[src/rtl/mul_pkg.sv]
// Shared definitions for the HI/LO multiply controller: FSM state encoding,
// default operand width and flag bit positions.
package mul_pkg;

  localparam int DEFAULT_WIDTH = 16;

  localparam int FLAG_ZERO = 0;
  localparam int FLAG_OVF  = 1;

  typedef enum logic [1:0] {
    ST_IDLE = 2'd0,
    ST_WAIT = 2'd1,
    ST_DONE = 2'd2
  } state_e;

endpackage

[src/rtl/mul_sign_conv.sv]
// Sign handling around an unsigned multiplier: turns request operands into
// magnitudes plus a result-sign bit, and re-applies that sign to the product.
module mul_sign_conv #(
  parameter int WIDTH = 16
) (
  input  logic               signed_i,
  input  logic [WIDTH-1:0]   a_i,
  input  logic [WIDTH-1:0]   b_i,
  output logic [WIDTH-1:0]   mag_a_o,
  output logic [WIDTH-1:0]   mag_b_o,
  output logic               neg_o,
  input  logic               res_neg_i,
  input  logic [2*WIDTH-1:0] res_i,
  output logic [2*WIDTH-1:0] res_o
);

  logic signed [WIDTH-1:0] a_s;
  logic signed [WIDTH-1:0] b_s;
  logic                    a_neg;
  logic                    b_neg;

  // Operand magnitudes; the most-negative value negates onto itself, which
  // reads correctly as 2^(WIDTH-1) when treated as unsigned.
  always_comb begin
    a_s     = a_i;
    b_s     = b_i;
    a_neg   = signed_i && (a_s < 0);
    b_neg   = signed_i && (b_s < 0);
    mag_a_o = a_neg ? -a_i : a_i;
    mag_b_o = b_neg ? -b_i : b_i;
    neg_o   = a_neg ^ b_neg;
  end

  // Full-width two's-complement negation of the product when the sign is set.
  always_comb begin
    res_o = res_neg_i ? -res_i : res_i;
  end

endmodule

[src/rtl/mul_hilo_ctrl.sv]
// HI/LO multiply controller: accepts a request, drives operand magnitudes to an
// external multiplier, waits LATENCY cycles, then presents the signed or
// unsigned product split into hi/lo with zero/overflow flags.
// Optional feature: define MUL_OVF_FLAG_EN to enable the overflow flag (flag[1]).
module mul_hilo_ctrl
  import mul_pkg::*;
#(
  parameter int WIDTH   = DEFAULT_WIDTH,
  parameter int LATENCY = 1
) (
  input  logic               clk,
  input  logic               rst,
  input  logic               req_valid,
  output logic               req_ready,
  input  logic               req_signed,
  input  logic [WIDTH-1:0]   req_a,
  input  logic [WIDTH-1:0]   req_b,
  output logic [WIDTH-1:0]   mul_a,
  output logic [WIDTH-1:0]   mul_b,
  input  logic [2*WIDTH-1:0] mul_result,
  output logic               rsp_valid,
  input  logic               rsp_ready,
  output logic [WIDTH-1:0]   hi,
  output logic [WIDTH-1:0]   lo,
  output logic [1:0]         flag
);

  localparam logic [3:0] CNT_LOAD = 4'(LATENCY - 1);

  state_e             state_q, state_d;
  logic [3:0]         cnt_q, cnt_d;
  logic [WIDTH-1:0]   mul_a_q, mul_a_d;
  logic [WIDTH-1:0]   mul_b_q, mul_b_d;
  logic               neg_q, neg_d;
  logic [WIDTH-1:0]   hi_q, hi_d;
  logic [WIDTH-1:0]   lo_q, lo_d;
  logic [1:0]         flag_q, flag_d;

  logic [WIDTH-1:0]   mag_a;
  logic [WIDTH-1:0]   mag_b;
  logic               neg_req;
  logic [2*WIDTH-1:0] res;
  logic [WIDTH-1:0]   res_hi;
  logic [WIDTH-1:0]   res_lo;
  logic               ovf;

  mul_sign_conv #(
    .WIDTH (WIDTH)
  ) u_sign_conv (
    .signed_i  (req_signed),
    .a_i       (req_a),
    .b_i       (req_b),
    .mag_a_o   (mag_a),
    .mag_b_o   (mag_b),
    .neg_o     (neg_req),
    .res_neg_i (neg_q),
    .res_i     (mul_result),
    .res_o     (res)
  );

  assign res_hi = res[2*WIDTH-1:WIDTH];
  assign res_lo = res[WIDTH-1:0];

`ifdef MUL_OVF_FLAG_EN
  logic signed_q;

  // Remember the operand mode so overflow can be judged against the right range.
  always_ff @(posedge clk or posedge rst) begin
    if (rst) begin
      signed_q <= 1'b0;
    end else if (state_q == ST_IDLE && req_valid) begin
      signed_q <= req_signed;
    end
  end

  // Signed results fit when hi is pure sign extension of lo; unsigned when hi is 0.
  always_comb begin
    ovf = signed_q ? (res_hi != {WIDTH{res_lo[WIDTH-1]}}) : (res_hi != '0);
  end
`else
  assign ovf = 1'b0;
`endif

  // Next-state, datapath loads and handshake outputs.
  always_comb begin
    state_d   = state_q;
    cnt_d     = cnt_q;
    mul_a_d   = mul_a_q;
    mul_b_d   = mul_b_q;
    neg_d     = neg_q;
    hi_d      = hi_q;
    lo_d      = lo_q;
    flag_d    = flag_q;
    req_ready = 1'b0;
    rsp_valid = 1'b0;
    case (state_q)
      ST_IDLE: begin
        req_ready = 1'b1;
        if (req_valid) begin
          mul_a_d = mag_a;
          mul_b_d = mag_b;
          neg_d   = neg_req;
          cnt_d   = CNT_LOAD;
          state_d = ST_WAIT;
        end
      end
      ST_WAIT: begin
        if (cnt_q == 4'd0) begin
          hi_d              = res_hi;
          lo_d              = res_lo;
          flag_d[FLAG_ZERO] = (res == '0);
          flag_d[FLAG_OVF]  = ovf;
          state_d           = ST_DONE;
        end else begin
          cnt_d = cnt_q - 4'd1;
        end
      end
      ST_DONE: begin
        rsp_valid = 1'b1;
        if (rsp_ready) begin
          state_d = ST_IDLE;
        end
      end
      default: begin
        state_d = ST_IDLE;
      end
    endcase
  end

  // State and result registers; reset abandons any operation in flight.
  always_ff @(posedge clk or posedge rst) begin
    if (rst) begin
      state_q <= ST_IDLE;
      cnt_q   <= 4'd0;
      mul_a_q <= '0;
      mul_b_q <= '0;
      neg_q   <= 1'b0;
      hi_q    <= '0;
      lo_q    <= '0;
      flag_q  <= 2'b00;
    end else begin
      state_q <= state_d;
      cnt_q   <= cnt_d;
      mul_a_q <= mul_a_d;
      mul_b_q <= mul_b_d;
      neg_q   <= neg_d;
      hi_q    <= hi_d;
      lo_q    <= lo_d;
      flag_q  <= flag_d;
    end
  end

  assign mul_a = mul_a_q;
  assign mul_b = mul_b_q;
  assign hi    = hi_q;
  assign lo    = lo_q;
  assign flag  = flag_q;

endmodule
[config.mk]
export PLATFORM = sky130hd
export DESIGN_NAME = mul_hilo_ctrl
export DESIGN_NICKNAME = d
export VERILOG_FILES = /design/src/rtl/mul_pkg.sv /design/src/rtl/mul_sign_conv.sv /design/src/rtl/mul_hilo_ctrl.sv
export SDC_FILE = /design/constraint.sdc
export NUM_CORES = 1
export LEC_CHECK = 0
export CAP_MARGIN = 20
export CORE_UTILIZATION = 43
export DETAILED_ROUTE_END_ITERATION = 10
export PLACE_DENSITY = 0.78
export SYNTH_ARGS = -nofsm -noshare
export SYNTH_HDL_FRONTEND = slang
export SYNTH_SLANG_ARGS = --single-unit
[constraint.sdc]
create_clock -name clk -period 2.5 [get_ports clk]
set_input_delay 0.75 -clock clk [delete_from_list [all_inputs] [get_ports clk]]
set_output_delay 0.75 -clock clk [all_outputs]
set_load 0.005 [all_outputs]
Yosys cells after proc, flatten, opt, wreduce, memory -nomap -nowiden --
Cells that the tools add are included.
Word-level totals: input port bits 69, ROM bits 0, bits in latches 0, memories kept 0, bits in writable memories 0, bits in registers 72
Cells by class: div/mod/pow operators 0, shift-type cells 0, add/sub/neg operators 4, magnitude comparators 2, muxes and demuxes 12, multiply operators 0, eq/ne operators 6, reductions and logical operators 10, bitwise logic cells 1
Operator list (count):
- zero test 32 bit | 1
- < comparator 16 x 1 -> 1 bit (second input constant) | 2
- two-way mux 16 bit | 2
- two-way mux 32 bit | 1
- negator 16 bit | 2
- negator 32 bit | 1
- two-way mux 4 bit | 2
- != test 2 bit (second input constant) | 4
- case mux 4 bit (2 select lines) | 1
- two-way mux 2 bit | 3
- case mux 2 bit (3 select lines) | 1
- AND reduction 3 bit | 2
- zero test 4 bit | 1
- AND reduction 2 bit | 2
- subtractor 4 x 1 -> 4 bit (second input constant) | 1
- == test 2 x 1 -> 1 bit (second input constant) | 1
- == test 2 bit (second input constant) | 1
- logical AND 1 bit | 2
- zero test 2 bit | 1
- two-way mux 1 bit | 2
- nonzero test 2 bit | 1
- bitwise XOR 1 bit | 1

Logic depth before layout (Yosys ltp) --
Gate-level depths: netlist of run 1.
depth in word-level cells 3, depth in mapped cells 10, depth with buffers taken out 9

Modules after synthesis --
A second synthesis of run 1 with hierarchy kept.
Unflattened totals: cells, all modules 392, area, all modules 4295.4 um^2
Modules (own cells, without submodules):
- mul_hilo_ctrl | instances 1, seq. area each 1801.7 um^2, cells an instance 186, area an instance 2887.8 um^2
- mul_sign_conv | instances 1, seq. area each 0.0 um^2, cells an instance 206, area an instance 1407.6 um^2

Worst setup path after synthesis of run 1 --
No wires, ideal clock.
path kind input port to flip-flop, start input mul_result[0], end register flag_q[0], in the netlist flag[0], arrival time 3024 ps, stages 8, path slack -616 ps, required time 2408 ps, setup time 92 ps, cell sequence inv_1 > ha_1 > nor3b_2 > nand4_1 > or4_4 > or4_1 > a311o_1 > o31ai_2
Between the ends: word-level cells in the longest chain between the ends 3
RTL lines:
- start, declared | RTL line mul_hilo_ctrl.sv:20 | input logic [2*WIDTH-1:0] mul_result,
- negator 32 bit | RTL line mul_sign_conv.sv:36 | res_o = res_neg_i ? -res_i : res_i;
- two-way mux 32 bit * | RTL line mul_sign_conv.sv:36
- zero test 32 bit * | RTL line mul_hilo_ctrl.sv:111 | flag_d[FLAG_ZERO] = (res == '0);
- end signal, assigned | RTL line mul_hilo_ctrl.sv:149 | flag_q <= flag_d;
- end, declared | RTL line mul_hilo_ctrl.sv:37 | logic [1:0] flag_q, flag_d;
Every way passes the cells marked *; elsewhere a longest branch is shown, timed or not. A chain may end at the register's enable or synchronous reset.

Final worst setup path of run 1 --
start input mul_result[16], end register flag_q[0], in the netlist flag[0]
Same word-level chain as after synthesis.

==> impl_metrics.tcl, run 1 <==
set metrics [dict create \
    grt_pass1_vias 4614 \
    vias 4571 \
    clkTransAtPathRegs_ns 0.07 \
    ys_seq_elements 72 \
    routed_wl_um 13270 \
    dr.pass1.iters 4 \
    fillers 778 \
    status "finished, violations left" \
    grt_max_degree 65 \
    ys_async_sr_fraction_pct 100.0 \
    drt_iter0_drc 119 \
    syn_inst 513 \
    yosysSeqAreaShare_pct 41.12 \
    hold_viol 0 \
    drv_slew 0 \
    syn_nets 587 \
    nets 803 \
    rsz0062_at_grt "true" \
    power_frac_seq_pct 32.6 \
    synth_compound_area_share_pct 17.28 \
    crit_slowest_cell "or4_4" \
    fmax_ghz 0.3494 \
    yosys_warnings 0 \
    fin_crit_sh_pct 114.5 \
    syn-mean-instance-area_sq_um 8.541 \
    hold_class "reg -> reg" \
    syn_area_sq_um 4382 \
    synth_area_leaders "dfrtp_1, o21ai_0, xor2_1, nand2_1, xnor2_1" \
    grt_antenna_before_repair 0 \
    setup_viol_count_final 4 \
    power.leakage_uw 0.002961 \
    synth_flop_cell "dfrtp_1" \
    synth-simple-area-share_pct 21.30 \
    grt_overflow 0 \
    clk_latency_ns 0.35 \
    synth_mux_area_share_pct 2.227 \
    viasPerCell 5.272 \
    cts_root_buffer "clkbuf_8" \
    synth_edf_count 0 \
    cts_made_buffers 9 \
    swShare_pct 35.40 \
    failed_checks "setup timing" \
    cts_max_level 3 \
    cts_tree "yes" \
    end_kind "register" \
    drtAntennaViolNets 0 \
    dp_hpwl_um 9513 \
    worst_pin_slew_ns 0.5544 \
    startpoint_type "input pin" \
    place_inst 833 \
    required_ns 2.76 \
    die_x_um 102.9 \
    start_util_pct 44.62 \
    yosys.area_share.xor_xnor_pct 11.99 \
    postLayoutCoreUtil_pct 71.05 \
    core_sq_um 9819 \
    maxCapViolCount 0 \
    dp_slack_ns -1.146 \
    globalRouteTotalUtil_pct 25.33 \
    crit_chain "buf_6 -> or4_4 -> nand2b_4 -> buf_6 -> or4_4 -> or4_1 -> a311o_1 -> o31ai_4" \
    instances_no_fill 867 \
    max-vdd-ir-drop_mv 0.5873 \
    yosys.area.top_type "dfrtp_1" \
    cts_hold_buf 0 \
    port_buffers 135 \
    relSlewSlack_pct 63.04 \
    final_layout_size_suffix_gt1_share_pct 23.98 \
    clock_sinks 72 \
    worst-path-max-fanout 2 \
    power.internal_uw 4058 \
    drc 0 \
    crit_type "in -> reg" \
    antenna_cells 0 \
    skew_ns 0.01017 \
    yosysTopAreaCellShare_pct 41.12 \
    die_h_um 102.9 \
    gp_congestion 0.8403 \
    wl_per_cell_um 15.30 \
    rows 36 \
    grt_pass1_wl_um 20870 \
    cp.arrival_ns 3.13 \
    comb_power_share_pct 50.9 \
    areaGrowthSynthToFinish_pct 59.22 \
    finalWorstSetupSlack_ns -0.3623 \
    ios 137 \
    synth_cell_types 51 \
    fin_crit_ns 2.862 \
    switchingPower_uw 2224 \
    synth_top_family_by_area "simple AND/OR/NAND/NOR gates" \
    dieArea_sq_um 10600 \
    power_density_nw_per_um2 900.4 \
    cpPeakStageDelay_ns 0.53 \
    p_clk_share_pct 16.5 \
    synthAdderAreaFrac_pct 1.428 \
    cts.path.max_buffers 2 \
]
[placed cells by master, fill, tap and decap left out, types with 3 or more instances in the layout]
| master | Yosys | final |
|---|---|---|
| inv_1 | 14 | 11 |
| clkbuf_2 | 0 | 5 |
| or4_4 | 1 | 5 |
| mux2i_1 | 3 | 3 |
| or4_1 | 10 | 6 |
| nor4_4 | 1 | 4 |
| o31ai_4 | 0 | 4 |
| clkbuf_1 | 29 | 3 |
| xnor2_1 | 19 | 19 |
| nand2b_1 | 4 | 4 |
| nand3b_1 | 3 | 3 |
| o21ai_1 | 0 | 4 |
| nand3_1 | 8 | 8 |
| clkdlybuf4s15_1 | 0 | 3 |
| dlygate4sd2_1 | 0 | 5 |
| ha_1 | 5 | 4 |
| buf_12 | 0 | 4 |
| dfrtp_1 | 72 | 72 |
| buf_4 | 1 | 89 |
| nor2_1 | 26 | 26 |
| nor4_1 | 7 | 5 |
| nand2_1 | 94 | 93 |
| a21oi_1 | 11 | 11 |
| buf_2 | 4 | 9 |
| buf_6 | 1 | 16 |
| clkbuf_8 | 0 | 10 |
| nand4_1 | 9 | 9 |
| xor2_1 | 41 | 39 |
| o31ai_2 | 1 | 3 |
| nor3_1 | 7 | 6 |
| o21ai_0 | 83 | 79 |
| clkdlybuf4s50_1 | 0 | 108 |
| o31ai_1 | 13 | 7 |
| or3_1 | 7 | 6 |
| mux2_2 | 6 | 6 |
[worst paths after layout]
path | startpoint | to | slack (ns) | depth (start not counted)
worst max-delay path | mul_result[16] | flag[0] | -0.36 | 8
worst min-delay path | hi[6] | hi[6] | 0.48 | 2
worst max register to register | cnt_q[0] | flag[0] | 0.02 | 9
worst min register to register | hi[6] | hi[6] | 0.48 | 2
max in group asynchronous | rst | mul_b[1] | 1.20 | 3
min in group asynchronous | rst | lo[1] | 0.79 | 2
[kinds of logic (layout without fill, tap and decap cells)]
kind of cell,Yosys count,count (layout)
AND/OR/NAND/NOR,189,189
AO/OA/AOI/OAI,128,128
flip-flops,72,72
XOR/XNOR,60,60
buffers and inverters,49,270
multiplexers,9,9
adder cells (fa/ha/maj),5,5
other,1,1
[final cells by class]
cell class | count | area (sq um) | share of cell area [%]
clock buffers | 13 | 148.9 | 2.134
clock inverters | 3 | 65.06 | 0.9326
inverters | 14 | 56.30 | 0.8070
multi-input cells | 392 | 2574 | 36.89
flip-flops and latches | 72 | 1802 | 25.82
well taps | 133 | 166.4 | 2.385
repair buffers | 240 | 2165 | 31.03
[metal layers]
layer	up-vias	GRT usage (%)	wire length [um]
met2	163	45.03	6676
met1	2165	27.88	5296
met4	0	10.73	227
met5	-	0	0
li1	2224	-	-
met3	19	7.932	1067
[sequential cells by signal, indices dropped and copies added (netlist names)]
name	cells
flag	1
lo	16
state_q	2
neg_q	1
mul_a	16
cnt_q	4
hi	16
mul_b	16
[cell usage after synthesis, drive strengths merged, types with 3 or more instances]
| cell type | number |
|---|---|
| clkbuf | 29 |
| nor4 | 9 |
| dfrtp | 72 |
| nand3b | 3 |
| mux2 | 6 |
| nand2 | 94 |
| xnor2 | 19 |
| buf | 6 |
| ha | 5 |
| nand4 | 9 |
| nand3 | 8 |
| nand2b | 5 |
| a21oi | 11 |
| nor3b | 3 |
| xor2 | 41 |
| o31ai | 14 |
| inv | 14 |
| o21ai | 83 |
| or3 | 7 |
| or4 | 11 |
| mux2i | 3 |
| o41ai | 5 |
| nor2 | 26 |
| nor3 | 7 |
[stage by stage]
stage	instance area (sq um)	setup TNS, ns	hold slack [ns]	power (uW)
2_1_floorplan	4447	-1.149	0.4700	3456
3_3_place_gp	6487	-9.025	0.4583	5048
3_5_place_dp	6487	-11.57	0.4688	5139
4_1_cts	6857	-0.7377	0.4859	6226
5_1_grt	6977	-0.9155	0.5030	6791
6_report	6977	-0.7088	0.4812	6282
[worst max-delay path: cells and delay by family]
family | cells | cell delay [ns]
compound gates | 2 | 0.54
buf+inv | 2 | 0.21
simple gates | 4 | 1.61
[power by group through the flow]
stage	Clock [uW]	Combinational [uW]	Sequential (uW)
6_report	1030	3200	2050
5_1_grt	1100	3580	2110
4_1_cts	1050	3120	2050
3_5_place_dp	0	3070	2070
3_3_place_gp	0	3010	2040
2_1_floorplan	0	1390	2060
[what timing repair did]
action,4_1_cts,5_1_grt
gates cloned,0,0
resized for setup,97,36
endpoints found under the setup margin,13,7
setup buffers,15,6
pin swaps,23,22
Power figures use the tool's default switching activity.
==> inputs of run 2 (changes only) <==
ABC_CLOCK_PERIOD_IN_PS = 3300   (was default)
CORE_UTILIZATION = 51   (was 43)
PLACE_DENSITY = 0.87   (was 0.78)
clock period = 3.3 ns   (was 2.5 ns; I/O delays follow)
==> run 2 against run 1 <==
Against the previous run:
- the flow still finishes with violations (setup timing)
- power decreased by 22%
- register-to-register slack improved by 0.69 ns
- hold slack got worse by 0.0020 ns
- combinational power decreased by 22%
- die area decreased by 15%
- clock power decreased by 19%
- routed wire length increased by 8.8%
- design area decreased by 2.4%
- first-iteration DRC count increased to 2.9 times the previous value
- critical path type unchanged
- highest routed layer unchanged
==> impl_metrics.tcl, run 2 (same netlist as run 1, synthesis figures left out) <==
set metrics [dict create \
    nets 781 \
    start_util_pct 53.06 \
    failed_checks "setup timing" \
    drt_iter0_drc 346 \
    cp_top_family "simple AND/OR/NAND/NOR gates" \
    final_layout_size_suffix_gt1_share_pct 19.94 \
    drtAntennaViolNets 0 \
    fin_crit_ns 3.364 \
    postLayoutCoreUtil_pct 82.48 \
    port_buffers 135 \
    layout_common_cells "clkdlybuf4s50_1, nand2_1, o21ai_0" \
    cpPeakStageDelay_ns 0.53 \
    ios 137 \
    relSlewSlack_pct 60.12 \
    dr.pass1.iters 5 \
    grt_overflow 0 \
    setup_viol_count_final 1 \
    clock_sinks 72 \
    crit_slowest_cell "or4_1" \
    cp.arrival_ns 3.62 \
    cts_made_buffers 9 \
    die_x_um 94.69 \
    dp_hpwl_um 9339 \
    rsz0062_at_grt "true" \
    fillers 478 \
    antenna_cells 0 \
    startpoint_type "input pin" \
    cts_hold_buf 0 \
    globalRouteTotalUtil_pct 31.34 \
    r2r_setup_slack_ns 0.71 \
    status "finished, violations left" \
    worst_pin_slew_ns 0.5981 \
    cts_root_buffer "clkbuf_8" \
    power_density_nw_per_um2 719.2 \
    wl_per_cell_um 17.66 \
    cts_tree "yes" \
    cp.buffers_inverters 1 \
    drc 0 \
    clkTransAtPathRegs_ns 0.08 \
    dieArea_sq_um 8966 \
    power.leakage_uw 0.002985 \
    hold_viol 0 \
    rows 33 \
    die_h_um 94.69 \
    required_ns 3.56 \
    maxCapViolCount 0 \
    areaGrowthSynthToFinish_pct 55.45 \
    max-vdd-ir-drop_mv 0.5111 \
    crit_type "in -> reg" \
    routed_wl_um 14430 \
    hold_class "reg -> reg" \
    viasPerCell 5.874 \
    gp_congestion 0.8799 \
    dp_slack_ns -0.5214 \
    clk_latency_ns 0.35 \
    layout_commonest_cell "clkdlybuf4s50_1" \
    grt_antenna_before_repair 0 \
    grt_max_degree 65 \
    fin_crit_sh_pct 101.9 \
    whs_ns 0.4791 \
    end_kind "register" \
    drv_slew 0 \
    vias 4799 \
    fmax_ghz 0.2972 \
    skew_ns 0.009831 \
    core_sq_um 8258 \
    worst-path-max-fanout 3 \
    cts.path.max_buffers 2 \
    grt_pass1_vias 4612 \
    crit_chain "clkdlybuf4s50_1 -> nor4_4 -> nand2b_4 -> or4_4 -> or4_1 -> a311o_1 -> o31ai_2" \
    grt_pass1_wl_um 21650 \
    cts_max_level 3 \
    finalWorstSetupSlack_ns -0.06426 \
]
[run 2: cell types whose count changed in the layout (fill, tap and decap cells not counted), sizes merged]
| cell | delta |
|---|---|
| clkdlybuf4s15 | -3 |
| inv | +1 |
| dlygate4sd2 | -5 |
| clkbuf | -2 |
| dlymetal6s2s | +17 |
| buf | -32 |
| clkdlybuf4s50 | +2 |
[run 2: final timing paths]
| path | depth (start not counted) | startpoint | endpoint |
|---|---|---|---|
| min in group asynchronous | 2 | rst | lo[6] |
| min | 2 | mul_a[15] | mul_a[15] |
| max in group asynchronous | 4 | rst | mul_b[12] |
| min reg2reg | 2 | mul_a[15] | mul_a[15] |
| max | 7 | mul_result[21] | flag[0] |
| max reg2reg | 9 | cnt_q[0] | flag[0] |
[run 2: worst reg2reg max path: stages, from the launching register on]
cell and delay (ns):
dfrtp_1 0.42, inv_1 0.09, ha_1 0.15, nor3b_1 0.30, nand3b_1 0.18, nor4_1 0.37
buf_4 0.19, nand4_1 0.11, or4_4 0.49, o31ai_2 0.19
[run 2: power breakdown]
group / switching [uW] / internal, uW / total (uW)
Clock: 361 / 469 / 830
Sequential: 258 / 1310 / 1570
Combinational: 1170 / 1330 / 2500
[run 2: area by class of cell]
class                      count  area [sq um]  share of cell area (%)
timing repair buffer         218          2037                   29.90
inverter                      14         55.05                  0.8082
sequential                    72          1802                   26.45
clock inverter                 4         76.32                   1.121
tap                          105         131.4                   1.929
multi-input combinational    392          2555                   37.51
clock buffer                  12         155.1                   2.278
[run 2: per-stage QoR]
stage | instances | power (uW) | cell area [sq um] | setup TNS, ns
2_1_floorplan | 513 | 2607 | 4388 | -0.04804
3_3_place_gp | 782 | 3765 | 6228 | -1.143
3_5_place_dp | 782 | 3888 | 6228 | -1.480
4_1_cts | 808 | 4808 | 6648 | 0
5_1_grt | 817 | 5208 | 6812 | -0.08022
6_report | 817 | 4899 | 6812 | -0.06426
[run 2: layer usage]
layer | share of wire (%) | global-route usage, %
met5 | 0 | 0
met4 | 3.8 | 14.65
met3 | 9.6 | 6.522
met2 | 49 | 53.12
met1 | 38 | 38.03
[run 2: repair_timing]
item / CTS / global route
endpoints found under the setup margin: 2 / 3
resized for setup: 30 / 52
pin swaps: 15 / 19
buffers inserted: 10 / 9
